## src/rtl/ifetch_wb.sv

```systemverilog
// Wishbone classic instruction-fetch master feeding decode through a DEPTH-entry prefetch FIFO.
// Optional bus watchdog is compiled in when IFETCH_WB_TIMEOUT_EN is defined.
module ifetch_wb #(
   parameter logic [31:0] RESET_PC = 32'h0000_1000,
   parameter int          DEPTH    = 4,
   parameter int          TIMEOUT  = 16
) (
   input  logic        clk_i,
   input  logic        rst_ni,
   output logic [31:0] wb_adr_o,
   input  logic [31:0] wb_dat_i,
   input  logic        wb_ack_i,
   output logic        wb_cyc_o,
   output logic        wb_stb_o,
   output logic        wb_we_o,
   output logic        wb_tga_o,
   output logic [1:0]  wb_sel_o,
   input  logic        flush_i,
   input  logic [31:0] flush_pc_i,
   output logic        fetch_valid_o,
   output logic [31:0] fetch_data_o,
   output logic [31:0] fetch_pc_o,
   input  logic        fetch_ready_i,
   output logic        bus_err_o
);
   localparam int AW = $clog2(DEPTH);
   localparam int CW = AW + 1;
   localparam logic [0:0] S_IDLE = 1'b0;
   localparam logic [0:0] S_BUS  = 1'b1;

   logic [0:0]    state_q, state_d;
   logic [31:0]   pc_q, pc_d;
   logic [CW-1:0] count_q, count_d;
   logic [AW-1:0] wr_ptr_q, rd_ptr_q;
   logic [31:0]   data_q [DEPTH];
   logic [31:0]   addr_q [DEPTH];
   logic          in_bus, push, pop, err_w, tmo_hit;
   logic [1:0]    unused_pc_lsb;

   // A flush cycle discards both the ack and any pop.
   assign in_bus        = (state_q == S_BUS);
   assign push          = in_bus && wb_ack_i && !flush_i;
   assign pop           = (count_q != '0) && fetch_ready_i && !flush_i;
   assign unused_pc_lsb = flush_pc_i[1:0];

`ifdef IFETCH_WB_TIMEOUT_EN
   localparam int TW = $clog2(TIMEOUT + 1);
   logic [TW-1:0] tmo_q, tmo_d;
   logic          err_q, err_d;

   assign tmo_hit = in_bus && !wb_ack_i && (tmo_q == TW'(TIMEOUT - 1));

   always_comb begin
      tmo_d = '0;
      err_d = err_q;
      if (flush_i)                  err_d = 1'b0;
      else if (tmo_hit)             err_d = 1'b1;
      else if (in_bus && !wb_ack_i) tmo_d = tmo_q + TW'(1);
   end

   always_ff @(posedge clk_i or negedge rst_ni) begin
      if (!rst_ni) begin
         tmo_q <= '0;
         err_q <= 1'b0;
      end else begin
         tmo_q <= tmo_d;
         err_q <= err_d;
      end
   end

   assign err_w = err_q;
`else
   // Watchdog absent: never fires, a missing ack stalls in BUS.
   assign tmo_hit = (TIMEOUT < 0);
   assign err_w   = 1'b0;
`endif

   always_comb begin
      state_d = state_q;
      pc_d    = pc_q;
      count_d = count_q + CW'(push) - CW'(pop);
      if (flush_i) begin
         state_d = S_IDLE;
         pc_d    = {flush_pc_i[31:2], 2'b00};
         count_d = '0;
      end else begin
         case (state_q)
            S_IDLE: if ((count_q < CW'(DEPTH)) && !err_w) state_d = S_BUS;
            S_BUS: begin
               if (wb_ack_i) begin
                  pc_d = pc_q + 32'd4;
                  if (count_d == CW'(DEPTH)) state_d = S_IDLE;
               end else if (tmo_hit) begin
                  state_d = S_IDLE;
               end
            end
            default: state_d = S_IDLE;
         endcase
      end
   end

   always_ff @(posedge clk_i or negedge rst_ni) begin
      if (!rst_ni) begin
         state_q  <= S_IDLE;
         pc_q     <= RESET_PC;
         count_q  <= '0;
         wr_ptr_q <= '0;
         rd_ptr_q <= '0;
         for (int i = 0; i < DEPTH; i++) begin
            data_q[i] <= '0;
            addr_q[i] <= '0;
         end
      end else begin
         state_q <= state_d;
         pc_q    <= pc_d;
         count_q <= count_d;
         if (flush_i) begin
            wr_ptr_q <= '0;
            rd_ptr_q <= '0;
         end else begin
            if (push) begin
               data_q[wr_ptr_q] <= wb_dat_i;
               addr_q[wr_ptr_q] <= pc_q;
               wr_ptr_q         <= wr_ptr_q + AW'(1);
            end
            if (pop) rd_ptr_q <= rd_ptr_q + AW'(1);
         end
      end
   end

   assign wb_adr_o      = pc_q;
   assign wb_cyc_o      = in_bus;
   assign wb_stb_o      = in_bus;
   assign wb_we_o       = 1'b0;
   assign wb_tga_o      = 1'b1;
   assign wb_sel_o      = 2'b11;
   assign bus_err_o     = err_w;
   assign fetch_valid_o = (count_q != '0);
   assign fetch_data_o  = data_q[rd_ptr_q];
   assign fetch_pc_o    = addr_q[rd_ptr_q];
endmodule
```

## config.mk

```make
export PLATFORM = sky130hd
export DESIGN_NAME = ifetch_wb
export DESIGN_NICKNAME = d
export VERILOG_FILES = /design/src/rtl/ifetch_wb.sv
export SDC_FILE = /design/constraint.sdc
export NUM_CORES = 1
export LEC_CHECK = 0
export CORE_AREA = 2 2 153 155
export CTS_CLUSTER_DIAMETER = 100
export DETAILED_ROUTE_END_ITERATION = 7
export DIE_AREA = 0 0 155 157
export GPL_ROUTABILITY_DRIVEN = 1
export HOLD_SLACK_MARGIN = 0.05
export PLACE_DENSITY = 0.82
export SYNTH_ARGS = -nofsm -noshare
export SYNTH_HDL_FRONTEND = slang
export SYNTH_SLANG_ARGS = --single-unit
```

## constraint.sdc

```tcl
create_clock -name clk_i -period 6.8 [get_ports clk_i]
set_clock_uncertainty 0.05 [all_clocks]
set_input_delay 1.36 -clock clk_i [delete_from_list [all_inputs] [get_ports clk_i]]
set_output_delay 1.36 -clock clk_i [all_outputs]
set_load 0.02 [all_outputs]
```

## Word level (Yosys, flattened, before mapping)

Cells that the tools add are included.

| operators by class | value |
|---|---|
| reduce and logical (&&, ||, !) cells | 13 |
| magnitude comparators | 4 |
| multiplexer cells | 23 |
| bitwise gates (word level) | 4 |
| div/mod/pow operators | 0 |
| shift operators | 0 |
| eq/ne operators | 1 |
| $add $sub $neg | 5 |
| multipliers | 0 |

Operators by type and width:

| kind | number |
|---|---|
| $bwmux W128 | 2 |
| $mux W32 | 8 |
| $bmux W32 S2 | 2 |
| $demux W32 S2 | 1 |
| $add A32 B3 Y32 const B | 1 |
| $mux W2 | 4 |
| $reduce_bool A2 Y1 | 4 |
| $ge A3 B3 Y1 const B | 2 |
| $not A2 Y3 | 2 |
| $logic_and A1 B1 Y1 | 5 |
| $add A2 B1 Y2 const B | 2 |
| $mux W1 | 4 |
| $reduce_and A2 Y1 | 2 |
| $add A3 B1 Y3 | 1 |
| $eq A3 B3 Y1 const B | 1 |
| $lt A3 B1 Y1 const B | 1 |
| $lt A3 B3 Y1 const B | 1 |
| $mux W3 | 1 |
| $reduce_bool A3 Y1 | 1 |
| $sub A3 B1 Y3 | 1 |
| $not A1 Y1 | 2 |
| $pmux W1 S2 | 1 |
| $logic_not A1 Y1 | 1 |

| storage, ports and cells | value |
|---|---|
| input port bits | 69 |
| register bits | 296 |
| bits in latches | 0 |
| memories | 0 |
| memory bits (read-only) | 0 |
| output and inout bits | 104 |
| RAM bits | 0 |

## Logic depth before layout (Yosys ltp)

| depth | value |
|---|---|
| word-level depth | 9 |
| depth in mapped cells | 12 |
| mapped depth without buffers | 12 |

## Worst setup path after synthesis

No wires, ideal clock.

| path | value |
|---|---|
| path type | input to register |
| start point | in flush_i |
| end point | reg state_q, in the netlist wb_cyc_o |
| path buffers | 2 |
| data required time | 6.614 ns |
| library setup time | 0.136 ns |
| stages on the path | 12 |
| data arrival time | 3.453 ns |
| path slack | 3.161 ns |
| cells stage by stage | clkbuf_1 -> buf_1 -> nor2_1 -> ha_1 -> inv_1 -> ha_1 -> inv_1 -> fa_1 -> xor2_1 -> xnor2_1 -> nor4b_1 -> nor3_1 |

| on the way | value |
|---|---|
| longest elaborated chain between the ends | 9 |

RTL lines:

| item | line | text |
|---|---|---|
| start, declared | 18 | `input logic flush_i,` |
| $logic_not A1 Y1 | 42, 43 |  |
| $logic_and A1 B1 Y1 | 42 | `assign push = in_bus && wb_ack_i && !flush_i;` |
| $add A3 B1 Y3 | 81 | `count_d = count_q + CW'(push) - CW'(pop);` |
| $sub A3 B1 Y3 | 81 |  |
| $eq A3 B3 Y1 | 92 | `if (count_d == CW'(DEPTH)) state_d = S_IDLE;` |
| $mux W1 | 92 |  |
| $mux W1 | 90 | `if (wb_ack_i) begin` |
| $pmux W1 S2 | 87 | `case (state_q)` |
| $mux W1 * | 82 | `if (flush_i) begin` |
| named net state_d | 31 | `logic [0:0] state_q, state_d;` |
| end signal, assigned | 114 | `state_q <= state_d;` |
| end, declared | 31 |  |

The timed path passes the listed nets; every way through them passes the cells marked *.
A chain may end at the register's enable or synchronous reset.

## Worst setup path in the final report

| path | value |
|---|---|
| start point | reg rd_ptr_q[0] |
| end point | out fetch_pc_o[30] |

| on the way | value |
|---|---|
| longest elaborated chain between the ends | 4 |

RTL lines:

| item | line | text |
|---|---|---|
| start, declared | 34 | `logic [AW-1:0] wr_ptr_q, rd_ptr_q;` |
| start signal, assigned | 126 | `if (pop) rd_ptr_q <= rd_ptr_q + AW'(1);` |
| $not A2 Y3 (implied by the code) | 140 | `assign fetch_pc_o = addr_q[rd_ptr_q];` |
| $bmux W32 S2 | 140 |  |
| $mux W32 (implied by the code) (2 in series) | 140 |  |
| end, declared | 22 | `output logic [31:0] fetch_pc_o,` |

Every way passes these cells. The select of a mux whose other input is x is not followed.

==> results.cfg <==
[critical_path]
end_kind = primary output
crit_required_ns = 5.39
reg2regPathDepth = 12
critPathLaunch = rd_ptr_q[0]
crit_fanout = 48
cp_data_arrival_time_ns = 3.30
startpoint_type = register
regToRegSetupSlack_ns = 3.39
r2r-start = wb_cyc_o
timing.rr.end = wb_cyc_o
crit_type = reg2out

[placement]
post-dp-hpwl_um = 16200
dp_slack_ns = 2.00
placed_area_mm2 = 0.0147
placed_cells = 1257
io_buffers = 161
place_congestion = 0.740

[grt]
grt_max_degree = 99
grt_pass1_vias = 8332
grt_pass1_wl_um = 44000
grt_usage_pct = 22.8
grt_antenna_before_repair = 1
overflow = 0

[timing]
relSlewSlack_pct = 31.8
hold_viol = 0
setup_viol = 0
fmax_ghz = 0.212
final.setup.worst_slack_ns = 2.09
tightest_slew_ns = 1.02
min_period_over_period_pct = 69.3
tns_ns = 0
period_minus_slack_ns = 4.71
rsz0062_at_grt = no
report.final.slew_viol_count = 0

[drt]
via_per_inst = 5.91
drc = 0
wl_per_cell_um = 20.6
drt_iter0_markers = 383
drtPass1Iterations = 4
via_count = 7761
ant_nets = 0
totalWireLength_um = 27000

[synthesis]
syn_area_mm2 = 0.0129
yosysWarnings = 0
avgSynthCellArea_um2 = 14.8
ys.flop_type = dfrtp_1
yosysMostFrequentCell = dfrtp_1
ys_async_sr_fraction_pct = 100
netlist_instances = 871
synth.largest_area_cell = dfrtp_1
synth_commonest_cells = dfrtp_1, mux2_2, mux4_2
synth-seq-cells = 286
ys_types = 41
synth-edff-count = 0
synth_top_cell_area_share_pct = 55.3
seq_area_frac_synth_pct = 55.5
synth_area_leaders = dfrtp_1, mux2_2, mux4_2

[die]
die_y_um = 157
dieArea_mm2 = 0.0243
initial_core_util_pct = 57.3
core-area_mm2 = 0.0225
die_x_um = 155
core.rowCount = 55
pin_count = 173

[clock_network]
htree_levels = 1
holdBufCountCts = 0
cts.path.max_buffers = 3
ctsResizeCount = 0
insertion_delay_ns = 0.54
post_cts_buffers = 0
cts_sinks = 286
cts_buffers = 30
cts_tree = done
ctsRootBufferMaster = clkbuf_16
path_clk_slew_ns = 0.05

[pwr]
cellPowerDensity_mw_per_mm2 = 406
max-vdd-ir-drop_uv = 222
p_total_mw = 6.36
cellLeakagePower_nw = 6.93

[run_status]
status = finished clean

[worst_hold_path]
holdPathEnd = data_q[6]
min_path_type = reg2reg
hold_path.startpoint = data_q[6]
min_path_cells = 1

[final_layout]
final_nets = 1081
areaGrowthSynthToFinish_pct = 21.3
layout-drive-gt1-share_pct = 36.3
instances_no_fill = 1313
design_area_mm2 = 0.0156
diodes = 0
fill_cells = 1550

[run]
cap_violations = 0
## cell type report
type                            count  area [um^2]  share of cell area (%)
Clock buffer                       47          896                    5.72
Clock inverter                      9         97.6                   0.624
Tap cell                          285          357                    2.28
Timing Repair Buffer              167         1660                    10.6
Inverter                           11         41.3                   0.264
Sequential cell                   286         7160                    45.8
Multi-Input combinational cell    508         5430                    34.7
## power by group
part | switching (mW) | leakage [nW] | internal [mW]
combinational | 0.906 | 2.77 | 1.30
clock | 0.642 | 0.489 | 0.975
sequential | 0.351 | 3.68 | 2.19
total | 1.90 | 6.93 | 4.46
## flip-flops by register name, summed over array words and instances, names as in the netlist
| register | flops |
|---|---|
| wb_adr_o | 30 |
| count_q | 3 |
| data_q | 128 |
| wb_cyc_o | 1 |
| rd_ptr_q | 2 |
| wr_ptr_q | 2 |
| addr_q | 120 |
## critical path, cell delays in order (launching register included)
cell and delay [ns]:
dfrtp_4 1.09, buf_4 0.48, mux4_2 0.55, clkdlybuf4s50_1 0.61
## routing by layer
layer,track usage (%),wire length [um],vias up
li1,-,-,3493
met1,31.7,12000,4047
met2,37.3,12900,182
met3,4.82,1590,37
met4,5.51,507,2
met5,0,12,-
## logic make-up after synthesis
group                      count (synthesis)  synth area share, %
AOI/OAI and AO/OA                         49                 2.49
xor gates and xnor gates                  14                0.950
adders and majority gates                  8                0.834
buffers and inverters                     84                 2.84
DFF                                      286                 55.5
muxes                                    311                 32.5
other                                      2               0.0582
and+or+nand+nor                          117                 4.79
## how the worst max path moves through the flow
| stage | end | slack, ns | cells after the start |
|---|---|---|---|
| 6_report | fetch_pc_o[30] | 2.09 | 3 |
| 5_1_grt | fetch_data_o[2] | 1.86 | 3 |
| 4_1_cts | fetch_pc_o[30] | 1.97 | 3 |
| 3_5_place_dp | wb_cyc_o | 2.00 | 13 |
| 3_3_place_gp | wb_cyc_o | 2.11 | 13 |
| 2_1_floorplan | wb_cyc_o | 3.16 | 12 |
## layout by cell type (no fill, tap or decap), drive strengths merged, types with 15 or more instances in the layout
master         netlist  routed
dfrtp              285     285
mux2               248     248
clkdlybuf4s50        0     160
mux4                62      62
clkbuf              45      47
nand2               31      31
nor2                25      25
a31oi               15      15
## metrics by stage
| stage | hold WS (ns) | utilization (%) |
|---|---|---|
| 2_1_floorplan | 0.424 | - |
| 3_3_place_gp | 0.431 | 65.1 |
| 3_5_place_dp | 0.437 | 65.1 |
| 4_1_cts | 0.450 | 69.5 |
| 5_1_grt | 0.455 | 69.5 |
| 6_report | 0.448 | 69.5 |
Power figures use the tool's default switching activity.
